--- config.mk ---
export PLATFORM = sky130hd
export DESIGN_NAME = cdb_arbiter
export DESIGN_NICKNAME = d
export VERILOG_FILES = /design/src/rtl/cdb_arbiter.sv
export SDC_FILE = /design/constraint.sdc
export NUM_CORES = 1
export LEC_CHECK = 0
export BUFFER_PORTS_ARGS = -buffer_cell sky130_fd_sc_hd__buf_2
export CORE_ASPECT_RATIO = 0.5
export CORE_MARGIN = 1
export CORE_UTILIZATION = 30
export CTS_CLUSTER_DIAMETER = 30
export DETAILED_ROUTE_END_ITERATION = 7
export PLACE_DENSITY = 0.46
export SLEW_MARGIN = 20
export SYNTH_ARGS = -nofsm -noshare
export SYNTH_HDL_FRONTEND = slang
export SYNTH_SLANG_ARGS = --single-unit
--- constraint.sdc ---
create_clock -name clk -period 2.9 [get_ports clk]
set_input_delay 0.29 -clock clk [delete_from_list [all_inputs] [get_ports clk]]
set_output_delay 0.29 -clock clk [all_outputs]
set_load 0.1 [all_outputs]
--- src/rtl/cdb_arbiter.sv ---
// Common data bus arbiter: two private result FIFOs (ALU, LSB) drained one
// head per cycle by round-robin onto a registered CDB broadcast.

module cdb_fifo #(
    parameter int DEPTH  = 4,
    parameter int ROB_W  = 4,
    parameter int DATA_W = 32
) (
    input  logic              clk,
    input  logic              i_clear,
    input  logic              i_push,
    input  logic              i_pop,
    input  logic [ROB_W-1:0]  i_tag,
    input  logic [DATA_W-1:0] i_val,
    output logic              o_full,
    output logic              o_empty,
    output logic [ROB_W-1:0]  o_tag,
    output logic [DATA_W-1:0] o_val
);
    localparam int PW = $clog2(DEPTH);
    localparam int CW = PW + 1;

    logic [ROB_W-1:0]  r_tag [DEPTH];
    logic [DATA_W-1:0] r_val [DEPTH];
    logic [PW-1:0]     r_head;
    logic [PW-1:0]     r_tail;
    logic [CW-1:0]     r_count;

    always_ff @(posedge clk) begin
        if (i_clear) begin
            r_head  <= '0;
            r_tail  <= '0;
            r_count <= '0;
        end else begin
            if (i_push) begin
                r_tag[r_tail] <= i_tag;
                r_val[r_tail] <= i_val;
                r_tail        <= r_tail + PW'(1);
            end
            if (i_pop) begin
                r_head <= r_head + PW'(1);
            end
            r_count <= r_count + CW'(i_push) - CW'(i_pop);
        end
    end

    assign o_full  = (r_count == CW'(DEPTH));
    assign o_empty = (r_count == '0);
    assign o_tag   = r_tag[r_head];
    assign o_val   = r_val[r_head];
endmodule

module cdb_arbiter #(
    parameter int DEPTH  = 4,
    parameter int ROB_W  = 4,
    parameter int DATA_W = 32
) (
    input  logic              clk,
    input  logic              rst,
    input  logic              rdy,
    input  logic              clr,
    input  logic              ALU_S,
    input  logic [ROB_W-1:0]  ALU_Reorder,
    input  logic [DATA_W-1:0] ALU_Value,
    output logic              ALU_full,
    input  logic              LSB_S,
    input  logic [ROB_W-1:0]  LSB_Reorder,
    input  logic [DATA_W-1:0] LSB_Value,
    output logic              LSB_full,
    output logic              CDB_S,
    output logic [ROB_W-1:0]  CDB_Reorder,
    output logic [DATA_W-1:0] CDB_Value,
    output logic              CDB_Src,
    output logic              err_overflow
);
    typedef enum logic {SRC_ALU = 1'b0, SRC_LSB = 1'b1} src_e;

    logic              w_clear;
    logic              w_run;
    logic              w_a_push, w_l_push;
    logic              w_a_pop,  w_l_pop;
    logic              w_a_ovf,  w_l_ovf;
    logic              w_a_empty, w_l_empty;
    logic [ROB_W-1:0]  w_a_tag, w_l_tag;
    logic [DATA_W-1:0] w_a_val, w_l_val;
    logic              w_gnt;
    src_e              w_gnt_src;

    logic              r_s;
    logic [ROB_W-1:0]  r_tag;
    logic [DATA_W-1:0] r_val;
    src_e              r_src;
    src_e              r_last;
    logic              r_err;

    assign w_clear  = rst | clr;
    assign w_run    = rdy & ~w_clear;
    // Fullness is judged on the pre-edge count, so a same-cycle pop never frees room.
    assign w_a_push = w_run & ALU_S & ~ALU_full;
    assign w_l_push = w_run & LSB_S & ~LSB_full;
    assign w_a_ovf  = w_run & ALU_S & ALU_full;
    assign w_l_ovf  = w_run & LSB_S & LSB_full;

    cdb_fifo #(.DEPTH(DEPTH), .ROB_W(ROB_W), .DATA_W(DATA_W)) u_alu_fifo (
        .clk(clk), .i_clear(w_clear), .i_push(w_a_push), .i_pop(w_a_pop),
        .i_tag(ALU_Reorder), .i_val(ALU_Value),
        .o_full(ALU_full), .o_empty(w_a_empty), .o_tag(w_a_tag), .o_val(w_a_val)
    );

    cdb_fifo #(.DEPTH(DEPTH), .ROB_W(ROB_W), .DATA_W(DATA_W)) u_lsb_fifo (
        .clk(clk), .i_clear(w_clear), .i_push(w_l_push), .i_pop(w_l_pop),
        .i_tag(LSB_Reorder), .i_val(LSB_Value),
        .o_full(LSB_full), .o_empty(w_l_empty), .o_tag(w_l_tag), .o_val(w_l_val)
    );

    always_comb begin
        w_gnt     = 1'b0;
        w_gnt_src = SRC_ALU;
        if (w_run) begin
            if (!w_a_empty && !w_l_empty) begin
                w_gnt     = 1'b1;
                w_gnt_src = (r_last == SRC_LSB) ? SRC_ALU : SRC_LSB;
            end else if (!w_a_empty) begin
                w_gnt     = 1'b1;
                w_gnt_src = SRC_ALU;
            end else if (!w_l_empty) begin
                w_gnt     = 1'b1;
                w_gnt_src = SRC_LSB;
            end
        end
    end

    assign w_a_pop = w_gnt & (w_gnt_src == SRC_ALU);
    assign w_l_pop = w_gnt & (w_gnt_src == SRC_LSB);

    always_ff @(posedge clk) begin
        if (rst) begin
            r_s    <= 1'b0;
            r_tag  <= '0;
            r_val  <= '0;
            r_src  <= SRC_ALU;
            r_last <= SRC_LSB;
            r_err  <= 1'b0;
        end else if (clr) begin
            r_s    <= 1'b0;
            r_last <= SRC_LSB;
            r_err  <= 1'b0;
        end else if (rdy) begin
            r_s   <= w_gnt;
            r_err <= r_err | w_a_ovf | w_l_ovf;
            if (w_gnt) begin
                r_tag  <= (w_gnt_src == SRC_ALU) ? w_a_tag : w_l_tag;
                r_val  <= (w_gnt_src == SRC_ALU) ? w_a_val : w_l_val;
                r_src  <= w_gnt_src;
                r_last <= w_gnt_src;
            end
        end else begin
            r_s <= 1'b0;
        end
    end

    assign CDB_S        = r_s;
    assign CDB_Reorder  = r_tag;
    assign CDB_Value    = r_val;
    assign CDB_Src      = r_src;
    assign err_overflow = r_err;
endmodule
==> metrics.md <==
| Metric | Value |
|---|---|
| Critical path's most frequent cell | inv_1 |
| Power Total | 12.6 mW |
| Seq/Total Area, Yosys | 0.749 |
| DRC Markers | 0 |
| Syn avg cell area | 20.0 um2 |
| Setup crit end kind | flip-flop |
| Worst-Margin Slew | 0.839 ns |
| Max Root-Sink Buffers | 3 |
| Post-DP HPWL | 17300 um |
| Vias per cell | 4.54 |
| Synth area leaders | edfxtp_1 (66%), mux4_2 (12%), dfxtp_1 (8.9%) |
| # clock sinks | around 350 |
| Die height | approximately 150 um |
| Drt pass-1 iters | 4 |
| Layout Utilization | 0.405 |
| Synth-to-Final Area Change | 31.5% |
| Critical-path top delay cell | or3b_1 |
| Largest fanout on the critical path | 7 |
| Crit-path cells | or3b_1 -> and3_1 -> inv_1 -> ha_1 -> inv_1 -> ha_1 -> inv_1 -> fa_1 -> xor2_1 -> xnor2_1 -> nor2_1 |
| Type of the worst min-delay path | in -> reg |
| Vias | 6873 |
| Ys async rst share | 0 |
| Total CTS buffers | 56 |
| CTS root buf | clkbuf_16 |
| Largest net degree at the start of global routing | a little over 40 |
| Top-area cell type share of the netlist area | 0.660 |
| Number of fill cells | roughly 3800 |
| Pwr/cell area | 732 nW/um2 |
| Core area | 42500 um2 |
| Global-route wire length before repair | 45500 um |
| TritonCTS clock tree | done |
| Status | completed |
| Vias in the first global route | 7441 |
| Cells after synthesis | 656 |
| DR iter-0 viols | 380 |
| I/O pins | 119 |
| Gr ovfl total | 0 |
| Postcts setup bufs | 0 |
| Final setup TNS | 0 ns |
| GRT Util Overall | 0.139 |
| Post-synth top area cell | edfxtp_1 |
| Count of final hold-check violations | 0 |
| Storage cell area | between 9000 and 10000 um2 |
| Pleak | 5.78 nW |
| Wire length per cell | 20.0 um |
| Initial Utilization | 0.308 |
| Post-synth EDFFs | 288 |
| Peak supply drop | 502 uV |
| Rows | 53 |
| Die width | 298 um |
| Initial antenna violation count | 0 |
| RSZ-0062 raised after global routing | false |
| Max_cap viols | 0 |
| Syn. warnings | 0 |
| Final period utilization | 0.875 |
| GPL Wtd Cong | 0.680 |
| Max Clk Rate | 394 MHz |
| CP Class | reg -> reg |
| Syn Nets | about 750 |
| CP max stage delay | about 0.41 ns |
| Nets@finish | 984 |
| Share of cells above drive strength 1 | 0.387 |
| Pins over their slew limit | 0 |
| Cell variety after synth | 35 |
| H-tree depth | 2 |
| Total wire length | 30300 um |
| Cell area after synthesis | ~13000 um2 |
| Worst slew margin | 0.441 |
| Most common cell in the netlist | edfxtp_1 |
| Die ar. | 44600 um2 |
| Clock skew | 0.0126 ns |
| WP data arrival | roughly 3 ns |
| Insertion delay to the later sink of the worst-skew pair | 0.56 ns |
| Post-synth top cells | edfxtp_1 (288), mux4_2 (72), dfxtp_1 (58), a21oi_1 (45), nand2_1 (45) |
| Final ANT Viol Nets | 0 |
| # port buffers | 118 |
| Antenna Cells | 0 |
| Number of synthesized register bits | between 300 and 400 |
| Final min period | 2.54 ns |
| WP data required | 3.34 ns |
| Fin worst setup slack | 0.361 ns |
| Worst-path clk slew | 0.05 ns |
| Main flop type after synthesis | edfxtp_1 |
| Pre-CTS WS | ~0.35 ns |
| Multi-input gate area | roughly 3000 um2 |
| Final setup fails | 0 |
| Startpoint Class | flip-flop |
## cell type report
type / count / share of cell area
clock buffers: 67 / 0.0867
clock inverters: 37 / 0.0281
inverters: 14 / 0.00305
multi-input cells: 259 / 0.175
flip-flops and latches: 346 / 0.570
well taps: 577 / 0.0419
repair buffers: 215 / 0.0959
## flip-flops by register name, summed over array words and instances (netlist names), named ones only
name	count
u_alu_fifo.r_val	128
r_last	1
err_overflow	1
CDB_S	1
u_lsb_fifo.r_tag	16
CDB_Src	1
u_lsb_fifo.r_tail	2
u_lsb_fifo.r_count	3
u_alu_fifo.r_tail	2
u_alu_fifo.r_count	3
u_lsb_fifo.r_head	2
u_alu_fifo.r_tag	16
CDB_Value	32
CDB_Reorder	4
u_lsb_fifo.r_val	128
u_alu_fifo.r_head	2
## timing repair
action	CTS	global route
hold endpoints to repair	289	0
endpoints found under the setup margin	0	0
resized for setup	0	0
hold buffers	73	0
## placed cells by master (no fill, tap or decap), types with 4 or more instances in the layout
| cell | count |
|---|---|
| clkbuf_1 | 7 |
| mux4_2 | 72 |
| nor2_1 | 10 |
| ha_1 | 12 |
| dfxtp_1 | 54 |
| clkbuf_16 | 57 |
| dlygate4sd3_1 | 73 |
| buf_12 | 12 |
| buf_4 | 12 |
| clkinv_2 | 11 |
| dfxtp_2 | 4 |
| a21oi_1 | 45 |
| edfxtp_1 | 288 |
| inv_1 | 14 |
| and2_2 | 8 |
| a22oi_2 | 35 |
| buf_2 | 118 |
| bufinv_16 | 11 |
| xnor2_1 | 4 |
| clkinv_1 | 5 |
| nand2_1 | 45 |
| clkinvlp_4 | 6 |
## per-stage QoR
stage,cells,cell area [um2],hold slack (ns)
CTS,1515,17200,0.00751
detailed placement,1338,14500,0.440
global route,1515,17200,0.0620
global placement,1338,14500,0.437
floorplan,656,13100,0.389
finish,1515,17200,0.0315
## path summary, 6_finish.rpt
kind                                            start               endpoint  cells after the start  slack [ns]
worst min-delay path                              clr                 r_last                      3        0.03
worst max register to register  u_alu_fifo.r_count[1]  u_alu_fifo.r_count[2]                     11        0.36
worst max-delay path            u_alu_fifo.r_count[1]  u_alu_fifo.r_count[2]                     11        0.36
worst min register to register         CDB_Reorder[0]         CDB_Reorder[0]                      2        0.45
## worst max-delay path: cells and delay by family (launching register included)
kind,cells,cell delay (ns)
adder cells (fa/ha/maj),3,0.76
buffers and inverters,3,0.24
flip-flops,1,0.36
XOR/XNOR,2,0.35
AND/OR/NAND/NOR,3,0.73
## cell families (layout without fill, tap and decap cells)
kind of cell / after synthesis / in the layout / synth area share
DFF: 346 / 346 / 0.749
AOI/OAI and AO/OA: 88 / 88 / 0.0565
and+or+nand+nor: 79 / 79 / 0.0289
muxes: 72 / 72 / 0.124
buffers and inverters: 51 / 333 / 0.0230
adders and majority gates: 14 / 14 / 0.0145
xor gates and xnor gates: 6 / 6 / 0.00458
## power breakdown
part / internal [mW] / total [mW] / switching [mW]
clock network: 4.63 / 6.92 / 2.28
logic: 0.136 / 0.280 / 0.144
registers: 5.41 / 5.42 / 0.00661
total: 10.2 / 12.6 / 2.43
## metal layers
| metal | up-vias | track usage | part of all wire |
|---|---|---|---|
| li1 | 3117 | - | - |
| met4 | 0 | 0.0420 | 0.018 |
| met5 | - | 0 | 0 |
| met2 | 106 | 0.243 | 0.51 |
| met3 | 49 | 0.0257 | 0.034 |
| met1 | 3601 | 0.176 | 0.43 |
(Power assumes the default switching activity.)
